**config.mk**
```make
export PLATFORM = sky130hd
export DESIGN_NAME = coax_rx_buffer_flat
export DESIGN_NICKNAME = d
export VERILOG_FILES = /design/src/rtl/coax_rx_buffer_if.sv /design/src/rtl/coax_rx_buffer.sv /design/src/flat_wrapper.sv
export SDC_FILE = /design/constraint.sdc
export NUM_CORES = 1
export LEC_CHECK = 0
export BUFFER_PORTS_ARGS = -buffer_cell sky130_fd_sc_hd__buf_2
export CAP_MARGIN = 20
export CORE_ASPECT_RATIO = 1.1
export CORE_UTILIZATION = 50
export DETAILED_ROUTE_END_ITERATION = 8
export PLACE_DENSITY_LB_ADDON = 0.1
export SLEW_MARGIN = 10
export SYNTH_ARGS = -nofsm -noshare
export SYNTH_HDL_FRONTEND = slang
export SYNTH_SLANG_ARGS = --single-unit
```
**constraint.sdc**
```tcl
create_clock -name clk -period 2.7 [get_ports clk]
set_input_delay 0.27 -clock clk [delete_from_list [all_inputs] [get_ports clk]]
set_output_delay 0.27 -clock clk [all_outputs]
set_load 0.005 [all_outputs]
```
**src/rtl/coax_rx_buffer_if.sv**
```systemverilog
`default_nettype none
// +--------------------------------------------------------------------------+
// | coax_rx_buffer_if : coax_rx capture side and host read side bundle       |
// | Rev 1.0                                                                  |
// +--------------------------------------------------------------------------+
interface coax_rx_buffer_if #(
  parameter int DEPTH = 16
) ();
  localparam int AW = $clog2(DEPTH);

  logic [9:0]  rx_data;
  logic        rx_data_available;
  logic        rx_error;
  logic        rx_read;
  logic        read;
  logic [9:0]  data;
  logic        data_error;
  logic        data_available;
  logic        full;
  logic [AW:0] level;

  modport slave (
    input  rx_data, rx_data_available, rx_error, read,
    output rx_read, data, data_error, data_available, full, level
  );

  modport master (
    output rx_data, rx_data_available, rx_error, read,
    input  rx_read, data, data_error, data_available, full, level
  );
endinterface
`default_nettype wire

```
**src/rtl/coax_rx_buffer.sv**
```systemverilog
`default_nettype none
// +--------------------------------------------------------------------------+
// | coax_rx_buffer : FWFT FIFO draining coax_rx words and in-band error marks |
// | Rev 1.0                                                                  |
// +--------------------------------------------------------------------------+
module coax_rx_buffer #(
  parameter int DEPTH = 16
) (
  input  wire logic         clk,
  input  wire logic         reset,
  coax_rx_buffer_if.slave   bus
);
  localparam int AW = $clog2(DEPTH);
  localparam logic [AW:0] c_FULL_LEVEL = (AW+1)'(DEPTH);
  localparam logic [0:0]  c_IDLE = 1'b0;
  localparam logic [0:0]  c_WAIT = 1'b1;

  logic [10:0]   r_mem [DEPTH];
  logic [AW-1:0] r_wr_ptr;
  logic [AW-1:0] r_rd_ptr;
  logic [AW:0]   r_level;
  logic [0:0]    r_state;
  logic [0:0]    w_next_state;
  logic          r_err_pending;
  logic          r_error_q;
  logic          r_read_q;

  logic w_full;
  logic w_empty;
  logic w_pop;
  logic w_push_ok;
  logic w_wr_err;
  logic w_wr_data;
  logic w_push;
  logic w_err_rise;

  assign w_full     = (r_level == c_FULL_LEVEL);
  assign w_empty    = (r_level == '0);
  assign w_pop      = bus.read & ~r_read_q & ~w_empty;
  assign w_push_ok  = ~w_full | w_pop;
  assign w_err_rise = bus.rx_error & ~r_error_q;
  assign w_push     = w_wr_err | w_wr_data;

  always_ff @(posedge clk or negedge reset) begin
    if (!reset) begin
      r_state <= c_IDLE;
    end else begin
      r_state <= w_next_state;
    end
  end

  always_comb begin
    w_next_state = r_state;
    case (r_state)
      c_IDLE: if (w_wr_data) w_next_state = c_WAIT;
      c_WAIT: if (!bus.rx_data_available) w_next_state = c_IDLE;
      default: w_next_state = c_IDLE;
    endcase
  end

  // Error markers win over data; the reset term keeps rx_read low while held in reset.
  always_comb begin
    w_wr_err  = 1'b0;
    w_wr_data = 1'b0;
    if (r_state == c_IDLE && reset) begin
      if (r_err_pending) begin
        w_wr_err  = w_push_ok;
      end else begin
        w_wr_data = bus.rx_data_available & w_push_ok;
      end
    end
    bus.rx_read = w_wr_data;
  end

  always_ff @(posedge clk) begin
    if (w_push) begin
      r_mem[r_wr_ptr] <= w_wr_err ? {1'b1, 10'b0} : {1'b0, bus.rx_data};
    end
  end

  always_ff @(posedge clk or negedge reset) begin
    if (!reset) begin
      r_wr_ptr      <= '0;
      r_rd_ptr      <= '0;
      r_level       <= '0;
      r_err_pending <= 1'b0;
      r_error_q     <= 1'b0;
      r_read_q      <= 1'b0;
    end else begin
      r_error_q <= bus.rx_error;
      r_read_q  <= bus.read;
      // A fresh edge landing in the cycle the old marker is written stays pending.
      r_err_pending <= w_err_rise | (r_err_pending & ~w_wr_err);
      if (w_push) r_wr_ptr <= r_wr_ptr + AW'(1);
      if (w_pop)  r_rd_ptr <= r_rd_ptr + AW'(1);
      case ({w_push, w_pop})
        2'b10:   r_level <= r_level + (AW+1)'(1);
        2'b01:   r_level <= r_level - (AW+1)'(1);
        default: r_level <= r_level;
      endcase
    end
  end

  assign bus.data           = w_empty ? 10'b0 : r_mem[r_rd_ptr][9:0];
  assign bus.data_error     = w_empty ? 1'b0  : r_mem[r_rd_ptr][10];
  assign bus.data_available = ~w_empty;
  assign bus.full           = w_full;
  assign bus.level          = r_level;
endmodule
`default_nettype wire
```
**src/flat_wrapper.sv**
```systemverilog
// flat-port wrapper written by rule: the top's interface ports become plain ports
module coax_rx_buffer_flat 
#(
  parameter int DEPTH = 16
)
  (clk, reset, bus_rx_data, bus_rx_data_available, bus_rx_error, bus_read, bus_rx_read, bus_data, bus_data_error, bus_data_available, bus_full, bus_level);
  coax_rx_buffer_if #(.DEPTH(DEPTH)) bus_i ();
  input  wire logic clk;
  input  wire logic reset;
  input wire logic [$bits(bus_i.rx_data)-1:0] bus_rx_data;
  input wire logic [$bits(bus_i.rx_data_available)-1:0] bus_rx_data_available;
  input wire logic [$bits(bus_i.rx_error)-1:0] bus_rx_error;
  input wire logic [$bits(bus_i.read)-1:0] bus_read;
  output wire logic [$bits(bus_i.rx_read)-1:0] bus_rx_read;
  output wire logic [$bits(bus_i.data)-1:0] bus_data;
  output wire logic [$bits(bus_i.data_error)-1:0] bus_data_error;
  output wire logic [$bits(bus_i.data_available)-1:0] bus_data_available;
  output wire logic [$bits(bus_i.full)-1:0] bus_full;
  output wire logic [$bits(bus_i.level)-1:0] bus_level;
  assign bus_i.rx_data = bus_rx_data;
  assign bus_i.rx_data_available = bus_rx_data_available;
  assign bus_i.rx_error = bus_rx_error;
  assign bus_i.read = bus_read;
  assign bus_rx_read = bus_i.rx_read;
  assign bus_data = bus_i.data;
  assign bus_data_error = bus_i.data_error;
  assign bus_data_available = bus_i.data_available;
  assign bus_full = bus_i.full;
  assign bus_level = bus_i.level;
  coax_rx_buffer #(.DEPTH(DEPTH)) u_core (.clk(clk), .reset(reset), .bus(bus_i));
endmodule
```
==> results.txt <==
The startpoint class of the critical path is a flop. The slowest library cell on the worst path is sky130_fd_sc_hd__mux4_2. For the count of antenna-violating nets left after detailed routing, the log shows 0. The dominant cell type by count on the critical path is sky130_fd_sc_hd__a211oi_1. Detailed routing placed a total of 721 um of wire on met3.

Dividing the synthesized area by the synthesized cell count gives 19.8 sq um. At the worst endpoint, the arrival time is 2.32 ns. The wire length of the first global-routing pass is 24,200 um. The delay of the slowest cell on the worst path was 0.55 ns; the number of H-tree levels was 4. The class of the tightest hold or removal check was input pin to flop.

The worst hold path passes through 2 cells. The register area share after synthesis came out at 71.9%. TritonCTS built the clock tree.

Traced cell by cell, the critical path runs through buf_12 -> mux4_2 -> nor2b_1 -> a211oi_1 -> a211oi_1 -> buf_2. Wires add up to 15,800 um. In this run the count of I/O pins placed on the die edge is 34.

The synthesized netlist cell count is 401. The shortest period the worst path allows was 2.59 ns; the via count of the first global-routing pass was 4,144. The global-route usage over all layers was 21.2%. The tools report the maximum number of pins on one net before global-route repair as 20. IR analysis of the VDD net gives a maximum drop of 0.495 mV. The actual slew at the worst max-slew pin is 0.992 ns, and the path depth of the worst reg2reg path is 10. The final setup violation count was 0; the die boundary height was 134 um. Of the cells placed in the final design, the portion with a size suffix greater than 1 is 31.2%.

Counting buffers and inverters, the worst setup path is 6 cells deep. The detailed router put a total of 6660 um of wire on met1. Ranked by instance count, the synthesized netlist is headed by 176 x sky130_fd_sc_hd__edfxtp_1, 31 x sky130_fd_sc_hd__mux4_2, 22 x sky130_fd_sc_hd__a211oi_1, 22 x sky130_fd_sc_hd__nor2b_1, 17 x sky130_fd_sc_hd__dfrtp_1. Of all cell types, the one taking the most synthesized area is sky130_fd_sc_hd__edfxtp_1. The worst pin sits at a relative slew slack of 33.7%. The total area inside the core boundary comes to 15,300 sq um. Critical path class: flop to primary output.

For this run, the top clock speed supported by timing is 386 MHz. Clock latency on the worst-skew pair, taken at its later pin, is 0.44 ns. Sorting the synthesized cells by area gives the leading types as sky130_fd_sc_hd__edfxtp_1 67%, sky130_fd_sc_hd__mux4_2 8.8%, sky130_fd_sc_hd__dfrtp_1 5.4%. The number of filler cells placed in the layout was 1,156; the detailed router's first-iteration violation count was 213. The die covers 16,400 sq um. After clock tree synthesis, the clock-pin slew on the worst setup and hold paths is 0.06 ns.

The area fraction of the dominant cell type after synthesis was 66.6%. For the count of final hold-check violations, the log shows 0. The flip-flop and latch count after synthesis was 193. Post-route setup TNS: 0 ns. Across all hold checks on the routed design, the worst slack comes to 0.0870 ns.

Number of enable-type register cells in the synthesized netlist: 176. The tools report the number of optimization iterations in the first detailed-route pass as 5. The logs give 8170 um for the detailed-routed wire length on met2 and 47 for the row count. The cell sitting at the root of the clock tree is a sky130_fd_sc_hd__clkbuf_16. In this run the deepest clock path goes through 2 buffers. The detailed router used layers up to and including met4. After layout, the worst path uses 96.1% of the clock period.

The count of buffers added on input and output ports is 33. Once the floorplan was initialized, standard cells occupied 51.9% of the core. The number of buffers added by the clock tree synthesis step was 17; the final count of pins violating max slew was 0. In this run the worst path has a maximum fanout of 17.

The kind of cell with the highest combined delay along the critical path is multiplexers. The layout net count is 500. Measured along the x axis, the die boundary spans 122 um.

Leading register cell type out of synthesis: sky130_fd_sc_hd__edfxtp_1. Together, buffers and inverters on the worst path number 2. Summed over all nets, the half-perimeter wirelength after detailed placement is 10,200 um.

The tools report the static leakage power as 3.14 nW. The via count was 3,952; the setup skew after layout was 0.0228 ns. The most repeated cell in the gate-level netlist after synthesis is sky130_fd_sc_hd__edfxtp_1. The antenna cell count was 0. The logs give 0 for the initial antenna violation count and 7940 sq um for the cell area after synthesis. The tree built by TritonCTS fans out to 193 sinks.

The post-synthesis to final-layout area growth is 15.1%. Data on the critical path is required at its endpoint by 2.43 ns. In the synthesized netlist the async set-or-reset flop fraction comes to 8.81%. Dividing the detail-routed via count by the number of cells gives 5.76. Endpoint kind of the worst setup timing path: a primary output. The flow ran to the end, and the final reports show no timing, DRC or antenna violations.

The net count after synthesis was 424. For the count of unique library cells instantiated by Yosys, the log shows 40. In the routed design, unresolved DRC markers number 0. Global routing finished with a remaining overflow of 0. Max-cap violations in this run came to 0. The mean routed wirelength per cell is 23.0 um, and the Yosys warning count is 0. The congestion estimate from routability-driven global placement came to 0.816. The cell area power density came out at 983 nW/um^2.
==> report_power, final <==
group	internal [mW]	total, mW	switching (mW)
Clock	1.16	2.19	1.03
Sequential	3.61	3.88	0.261
Combinational	1.46	2.91	1.45
Total	6.24	8.98	2.74
==> flip-flops by register name (all words and copies together), names as in the netlist <==
name,flops
u_core.r_error_q,1
u_core.r_err_pending,1
u_core.r_read_q,1
u_core.r_wr_ptr,4
u_core.r_rd_ptr,4
u_core.bus.level,5
u_core.r_mem,176
u_core.r_state,1
==> placed cells by master (no fill, tap or decap), types with 2 or more instances in the layout <==
cell and count:
sky130_fd_sc_hd__xor2_1 5, sky130_fd_sc_hd__clkinvlp_4 3, sky130_fd_sc_hd__a21o_1 2, sky130_fd_sc_hd__dfrtp_1 15, sky130_fd_sc_hd__inv_1 7, sky130_fd_sc_hd__buf_12 2, sky130_fd_sc_hd__nand2_1 8, sky130_fd_sc_hd__mux4_2 31
sky130_fd_sc_hd__dlygate4sd3_1 3, sky130_fd_sc_hd__mux2i_1 11, sky130_fd_sc_hd__edfxtp_1 176, sky130_fd_sc_hd__o21ai_0 3, sky130_fd_sc_hd__clkinv_1 3, sky130_fd_sc_hd__mux4_1 13, sky130_fd_sc_hd__clkbuf_1 4, sky130_fd_sc_hd__a211oi_1 19
sky130_fd_sc_hd__a21oi_1 4, sky130_fd_sc_hd__mux2_2 2, sky130_fd_sc_hd__buf_2 33, sky130_fd_sc_hd__buf_4 41, sky130_fd_sc_hd__nand2b_1 5, sky130_fd_sc_hd__dfrtp_2 2, sky130_fd_sc_hd__nor2b_1 22, sky130_fd_sc_hd__a211oi_2 3
sky130_fd_sc_hd__nand4_1 2, sky130_fd_sc_hd__clkbuf_16 17, sky130_fd_sc_hd__xnor2_1 7, sky130_fd_sc_hd__ha_1 6, sky130_fd_sc_hd__nor3_2 4, sky130_fd_sc_hd__clkinv_2 3, sky130_fd_sc_hd__nor2_1 14
==> timing repair <==
action / in CTS / in global routing
resized for setup: 0 / 5
buffers inserted: 0 / 5
endpoints found under the setup margin: 5 / 71
hold endpoints to repair: 19 / 0
pin swaps: 0 / 1
cloned: 1 / 0
hold buffers: 3 / 0
==> cell type report <==
class / instances / area [sq um] / area share [%]
repair buffers: 80 / 576 / 6.30
clock inverters: 11 / 66.3 / 0.726
flip-flops and latches: 193 / 5710 / 62.5
multi-input cells: 178 / 2070 / 22.7
clock buffers: 21 / 440 / 4.82
well taps: 196 / 245 / 2.68
inverters: 7 / 26.3 / 0.288
==> metal layers <==
layer	up-vias	global-route usage, %
met4	0	7.99
met3	17	4.34
met1	2058	27.3
li1	1770	-
met2	107	35.5
met5	-	0
==> path summary, 6_finish.rpt <==
kind                                       start              endpoint  slack, ns
min in group asynchronous                  reset        u_core.r_state       0.36
min                        bus_rx_data_available        u_core.r_state       0.09
max reg2reg                  u_core.bus.level[3]   u_core.bus.level[4]       0.14
max                           u_core.r_rd_ptr[1]           bus_data[8]       0.11
min reg2reg                     u_core.r_error_q  u_core.r_err_pending       0.47
max in group asynchronous                  reset    u_core.r_rd_ptr[1]       2.13
==> logic make-up after synthesis <==
kind of cell | Yosys count | synth area share (%)
xor gates and xnor gates | 12 | 1.32
and+or+nand+nor | 65 | 4.60
DFF | 193 | 71.9
muxes | 57 | 14.8
buffers and inverters | 30 | 2.73
AOI/OAI and AO/OA | 36 | 3.39
adders and majority gates | 8 | 1.26
==> metrics by stage <==
stage          utilization [%]  instances  total power [mW]  setup slack, ns  cell area (sq um)
2_1_floorplan                -        401              5.87           0.0421               7970
3_3_place_gp              55.6        644              6.68            0.137               8500
3_5_place_dp              55.6        644              6.73           0.0433               8500
4_1_cts                   59.3        680              8.99          -0.0238               9070
5_1_grt                   59.8        686              9.41         -0.00267               9140
6_report                  59.8        686              8.98            0.106               9140
Note: power is estimated with default switching activity, not from simulation.
